`src/rtl/moving_blob_anim.sv`:
```
// Sprite-layer blob that animates a caterpillar move (stretch, slide, shrink)
// between two x positions, stepping geometry once per frame strobe.
module moving_blob_anim #(
  parameter int          WIDTH       = 64,
  parameter int          HEIGHT      = 64,
  parameter logic [11:0] COLOR       = 12'hFFF,
  parameter int          MAX_STRETCH = 32,
  parameter int          STEP        = 4
) (
  input  logic        clk_in,
  input  logic        rst_n_in,
  input  logic        start_in,
  input  logic [10:0] x_start_in,
  input  logic [10:0] x_target_in,
  input  logic [9:0]  y_in,
  input  logic        frame_in,
  input  logic [10:0] hcount_in,
  input  logic [9:0]  vcount_in,
  output logic [11:0] pixel_out,
  output logic        busy_out,
  output logic        done_out
);
  localparam int SW = $clog2(MAX_STRETCH + 1);
  localparam logic [11:0]   C_STEP  = 12'(STEP);
  localparam logic [11:0]   C_MAX   = 12'(MAX_STRETCH);
  localparam logic [11:0]   C_W     = 12'(WIDTH);
  localparam logic [10:0]   C_H     = 11'(HEIGHT);
  localparam logic [10:0]   C_STEP11 = 11'(STEP);
  localparam logic [SW-1:0] C_MAX_S = SW'(MAX_STRETCH);

  typedef enum logic [2:0] {S_IDLE, S_STRETCH, S_SLIDE, S_SHRINK, S_DONE} state_t;

  state_t        r_state, w_state_nxt;
  logic [10:0]   r_x_pos, w_x_nxt;
  logic [10:0]   r_target, w_target_nxt;
  logic [SW-1:0] r_stretch, w_stretch_nxt;
  logic          r_dir, w_dir_nxt;
  logic [11:0]   r_pixel;

  logic [11:0] w_x12, w_s12, w_tgt12, w_sum, w_diff, w_dist;
  logic [11:0] w_left, w_right, w_h12;
  logic [10:0] w_v11, w_y11, w_ybot;
  logic        w_in;

  assign w_x12   = {1'b0, r_x_pos};
  assign w_s12   = {{(12-SW){1'b0}}, r_stretch};
  assign w_tgt12 = {1'b0, r_target};
  assign w_sum   = w_s12 + C_STEP;
  assign w_diff  = (w_s12 > C_STEP) ? (w_s12 - C_STEP) : 12'd0;
  // Direction is fixed for the whole move, so distance never goes negative.
  assign w_dist  = r_dir ? (w_x12 - w_tgt12) : (w_tgt12 - w_x12);

  always_comb begin
    w_state_nxt   = r_state;
    w_x_nxt       = r_x_pos;
    w_target_nxt  = r_target;
    w_stretch_nxt = r_stretch;
    w_dir_nxt     = r_dir;
    case (r_state)
      S_IDLE: if (start_in) begin
        w_x_nxt       = x_start_in;
        w_target_nxt  = x_target_in;
        w_stretch_nxt = '0;
        w_dir_nxt     = (x_target_in < x_start_in);
        w_state_nxt   = (x_target_in == x_start_in) ? S_DONE : S_STRETCH;
      end
      S_STRETCH: if (frame_in) begin
        if (w_sum >= C_MAX) begin
          w_stretch_nxt = C_MAX_S;
          w_state_nxt   = S_SLIDE;
        end else begin
          w_stretch_nxt = w_sum[SW-1:0];
        end
      end
      S_SLIDE: if (frame_in) begin
        if (w_dist <= C_STEP) begin
          w_x_nxt     = r_target;
          w_state_nxt = S_SHRINK;
        end else begin
          w_x_nxt = r_dir ? (r_x_pos - C_STEP11) : (r_x_pos + C_STEP11);
        end
      end
      S_SHRINK: if (frame_in) begin
        w_stretch_nxt = w_diff[SW-1:0];
        if (w_diff == 12'd0) w_state_nxt = S_DONE;
      end
      S_DONE:  w_state_nxt = S_IDLE;
      default: w_state_nxt = S_IDLE;
    endcase
  end

  always_ff @(posedge clk_in or negedge rst_n_in) begin
    if (!rst_n_in) begin
      r_state   <= S_IDLE;
      r_x_pos   <= '0;
      r_target  <= '0;
      r_stretch <= '0;
      r_dir     <= 1'b0;
    end else begin
      r_state   <= w_state_nxt;
      r_x_pos   <= w_x_nxt;
      r_target  <= w_target_nxt;
      r_stretch <= w_stretch_nxt;
      r_dir     <= w_dir_nxt;
    end
  end

  // Left-moving blob grows backwards from x_pos; clip at the screen edge.
  assign w_left  = r_dir ? ((w_x12 < w_s12) ? 12'd0 : (w_x12 - w_s12)) : w_x12;
  assign w_right = r_dir ? (w_x12 + C_W) : (w_x12 + C_W + w_s12);
  assign w_h12   = {1'b0, hcount_in};
  assign w_v11   = {1'b0, vcount_in};
  assign w_y11   = {1'b0, y_in};
  assign w_ybot  = w_y11 + C_H;
  assign w_in    = (w_h12 >= w_left) && (w_h12 < w_right) &&
                   (w_v11 >= w_y11) && (w_v11 < w_ybot);

  always_ff @(posedge clk_in or negedge rst_n_in) begin
    if (!rst_n_in) r_pixel <= '0;
    else           r_pixel <= w_in ? COLOR : 12'h000;
  end

  assign pixel_out = r_pixel;
  assign busy_out  = (r_state != S_IDLE);
  assign done_out  = (r_state == S_DONE);
endmodule

```
`config.mk`:
```
export PLATFORM = sky130hd
export DESIGN_NAME = moving_blob_anim
export DESIGN_NICKNAME = d
export VERILOG_FILES = /design/src/rtl/moving_blob_anim.sv
export SDC_FILE = /design/constraint.sdc
export NUM_CORES = 1
export LEC_CHECK = 0
export BUFFER_PORTS_ARGS = -buffer_cell sky130_fd_sc_hd__buf_2
export CAP_MARGIN = 20
export CORE_UTILIZATION = 50
export DETAILED_ROUTE_END_ITERATION = 7
export HOLD_SLACK_MARGIN = 0.08
export PLACE_DENSITY = 0.71
export SYNTH_ARGS = -nofsm -noshare
export SYNTH_HDL_FRONTEND = slang
export SYNTH_SLANG_ARGS = --single-unit
```
`constraint.sdc`:
```
create_clock -name clk_in -period 9.2 [get_ports clk_in]
set_clock_uncertainty 0.15 [all_clocks]
set_input_delay 1.84 -clock clk_in [delete_from_list [all_inputs] [get_ports clk_in]]
set_output_delay 1.84 -clock clk_in [all_outputs]
set_load 0.005 [all_outputs]
```
==> key figures <==
Yosys
  – Syn nets: 784
  – Post-synth EDFFs: 0
  – Sequential-to-total area share from yosys stat: 16.3%
  – Synthesis warning total: 0
  – Synth Flop Type: dfrtp_1
  – FF+latch count, synth: 33
  – Cells after Synth: between 600 and 700
  – Post-Syn Area: 5070 sq um
  – Avg Inst Size Synth: 8.08 sq um
  – Synth cell types: 64
  – FFs w/ async S/R, synth: 100%

Drt
  – Residual DRC count: 0
  – First-pass DRT Iterations: 5
  – Drt total wl: 12300 um
  – Post-detailed-route count of antenna-violating nets: 0
  – Vias per cell: between 5 and 6
  – Routed len/inst: between 15 and 20 um
  – Iter 0 DRT Violations: 204
  – DR vias: 4588

Setup path
  – R2r startpoint: r_stretch[2]
  – Critical Path Slowest Stage Cell: dfrtp_1
  – Delay-heaviest family, CP: compound AO/OA/AOI/OAI gates
  – R2R Path End: pixel_out[10]
  – Critical Path RT: 9.22 ns
  – Buffers & Inverters on Critical Path: 1
  – Crit end category: flop
  – FF-to-FF path depth: 20
  – Cell Chain, Critical Path: inv_1 > ha_1 > nor2b_1 > o21ai_0 > nand2b_1 > and2_1 > o21ai_1 > nand3b_1 > o21ai_1 > o22ai_1 > ha_1 > nand2b_1 > a21o_1 > a21o_1 > a21o_1 > a21o_1 > a21oi_1 > o21ai_0 > a21oi_1 > nor4_1
  – Register-to-register setup slack: 4.95 ns
  – Max FO, Critical Path: 9
  – Crit-path max cell delay: 0.49 ns
  – Critical path's most frequent cell: a21o_1
  – CP arrival: 4.27 ns
  – CP Launch Type: flop
  – Setup Crit Path Kind: flop to flop

Min path
  – Hold Path Depth: 1
  – WHS Endpoint: r_target[10]
  – Hold Path Origin: r_target[10]
  – Min-Delay Path Class: flop to flop

Power and ir drop
  – PD cells: about 370 nW/um^2
  – Leakage power: 2.75 nW
  – Total Power: 2.03 mW
  – Max VDD drop: 0.251 mV

Place
  – Place WS: 5.02 ns
  – DPL Wire Length: 10000 um
  – # port buffers: 70
  – RePlAce Congestion: 0.869

Floorplanning
  – Die W: 103 um
  – Row count: 36
  – Initial Util: 51.6%
  – Die area: roughly 11000 sq um
  – Io pins: between 70 and 80
  – Die height: approximately 100 um
  – Core area: 9820 sq um

Timing
  – Setup violators final: 0
  – Fmax: 235 MHz
  – Slew margin rel.: 41.9%
  – Max-slew violations: 0
  – Post-route setup slack: 4.95 ns
  – Part of the cycle the worst path needs: 46.2%
  – Final hold viol count: 0
  – Worst-margin pin slew: 0.869 ns
  – RSZ-0062 raised after global routing: false
  – Post-route setup TNS: 0 ns
  – Minimum clock period: 4.25 ns

GRT
  – First-pass GRT wire length: 20600 um
  – Total grt overflow: 0
  – GRT Total Usage: 24.5%
  – Largest net degree at the start of global routing: 41
  – Initial antenna violation count: 0
  – Vias in the first global route: 4480

CTS
  – Clk sinks: 33
  – CTS tree: done
  – Worst-path clk slew: 0.08 ns
  – Clock root buffer: clkbuf_8
  – Clock Latency Late Sink: 0.29 ns
  – Num CTS Buffers: 5
  – CTS resizes: 0
  – Cts hold-fix bufs: 0
  – # Post-CTS Setup Buffers: 0
  – Max clock buf depth: 2
  – H-tree level count: 2

Cells and area
  – ANT cells: 0
  – Growth of design area from synthesis to finish: 8.41%
  – Fin nets: 829
  – Most frequent cells in the layout: ha_1, buf_2, inv_1
  – Layout cells sized above 1: between 10% and 20%
  – Commonest non-fill, non-tap cell in the layout: ha_1

Run
  – Max-cap viol count: 0

Run status
  – Status: completed
-- logic make-up after synthesis --
family | count (synthesis) | share of synthesized area (%)
adder cells (fa/ha/maj) | 99 | 25.2
flip-flops | 33 | 16.3
buffers and inverters | 101 | 8.73
AO/OA/AOI/OAI | 180 | 23.0
multiplexers | 26 | 5.60
AND/OR/NAND/NOR | 158 | 15.9
XOR/XNOR | 31 | 5.35
-- how the worst max path moves through the flow --
| stage | depth (start not counted) | to | startpoint |
|---|---|---|---|
| global route | 20 | pixel_out[10] | r_stretch[2] |
| global placement | 20 | pixel_out[10] | r_stretch[2] |
| floorplan | 20 | pixel_out[10] | r_stretch[2] |
| detailed placement | 20 | pixel_out[10] | r_stretch[2] |
| CTS | 20 | pixel_out[10] | r_stretch[2] |
| finish | 20 | pixel_out[10] | r_stretch[2] |
-- flip-flops by register name, summed over array words and instances (netlist names) --
register and cells:
r_x_pos 11, r_state 3, r_target 11, pixel_out 1, r_stretch 6, r_dir 1
-- cell type report --
cell class / count / area (sq um)
fillers: 960 / 4320
flip-flops and latches: 33 / 826
clock buffers: 5 / 68.8
repair buffers: 72 / 365
multi-input cells: 494 / 3800
inverters: 67 / 251
well taps: 133 / 166
clock inverters: 3 / 17.5
-- synth_stat cells (14+ instances only) --
cell type | number | share of area (%)
dfrtp_1 | 33 | 16
ha_1 | 94 | 23
clkbuf_1 | 16 | 1.2
inv_1 | 67 | 5.0
a21o_1 | 14 | 2.1
nor2b_1 | 14 | 1.7
nor3_1 | 18 | 1.8
xnor2_1 | 21 | 3.6
a21oi_1 | 55 | 5.4
nor2_1 | 29 | 2.1
o21ai_0 | 34 | 3.4
nand3_1 | 23 | 2.3
nand2_1 | 34 | 2.5
-- where the power goes --
| part | switching (mW) | total [mW] | internal, mW |
|---|---|---|---|
| sequential | 0.128 | 0.335 | 0.208 |
| clock | 0.0622 | 0.115 | 0.0524 |
| combinational | 0.887 | 1.58 | 0.692 |
| total | 1.08 | 2.03 | 0.952 |
-- metrics by stage --
| step | instances | hold WS (ns) | utilization (%) | instance area (sq um) |
|---|---|---|---|---|
| floorplan | 628 | 0.356 | - | 5070 |
| global placement | 799 | 0.390 | 55.1 | 5410 |
| detailed placement | 799 | 0.403 | 55.1 | 5410 |
| CTS | 807 | 0.420 | 56.0 | 5500 |
| global route | 807 | 0.443 | 56.0 | 5500 |
| finish | 807 | 0.419 | 56.0 | 5500 |
-- per-layer routing --
metal	global-route usage (%)	wire length (um)	share of wire, %
met1	31.3	5680	46
met2	43.5	5950	48
met3	3.39	498	4.1
met4	5.60	165	1.3
met5	0	0	0
Note: power is estimated with default switching activity, not from simulation.
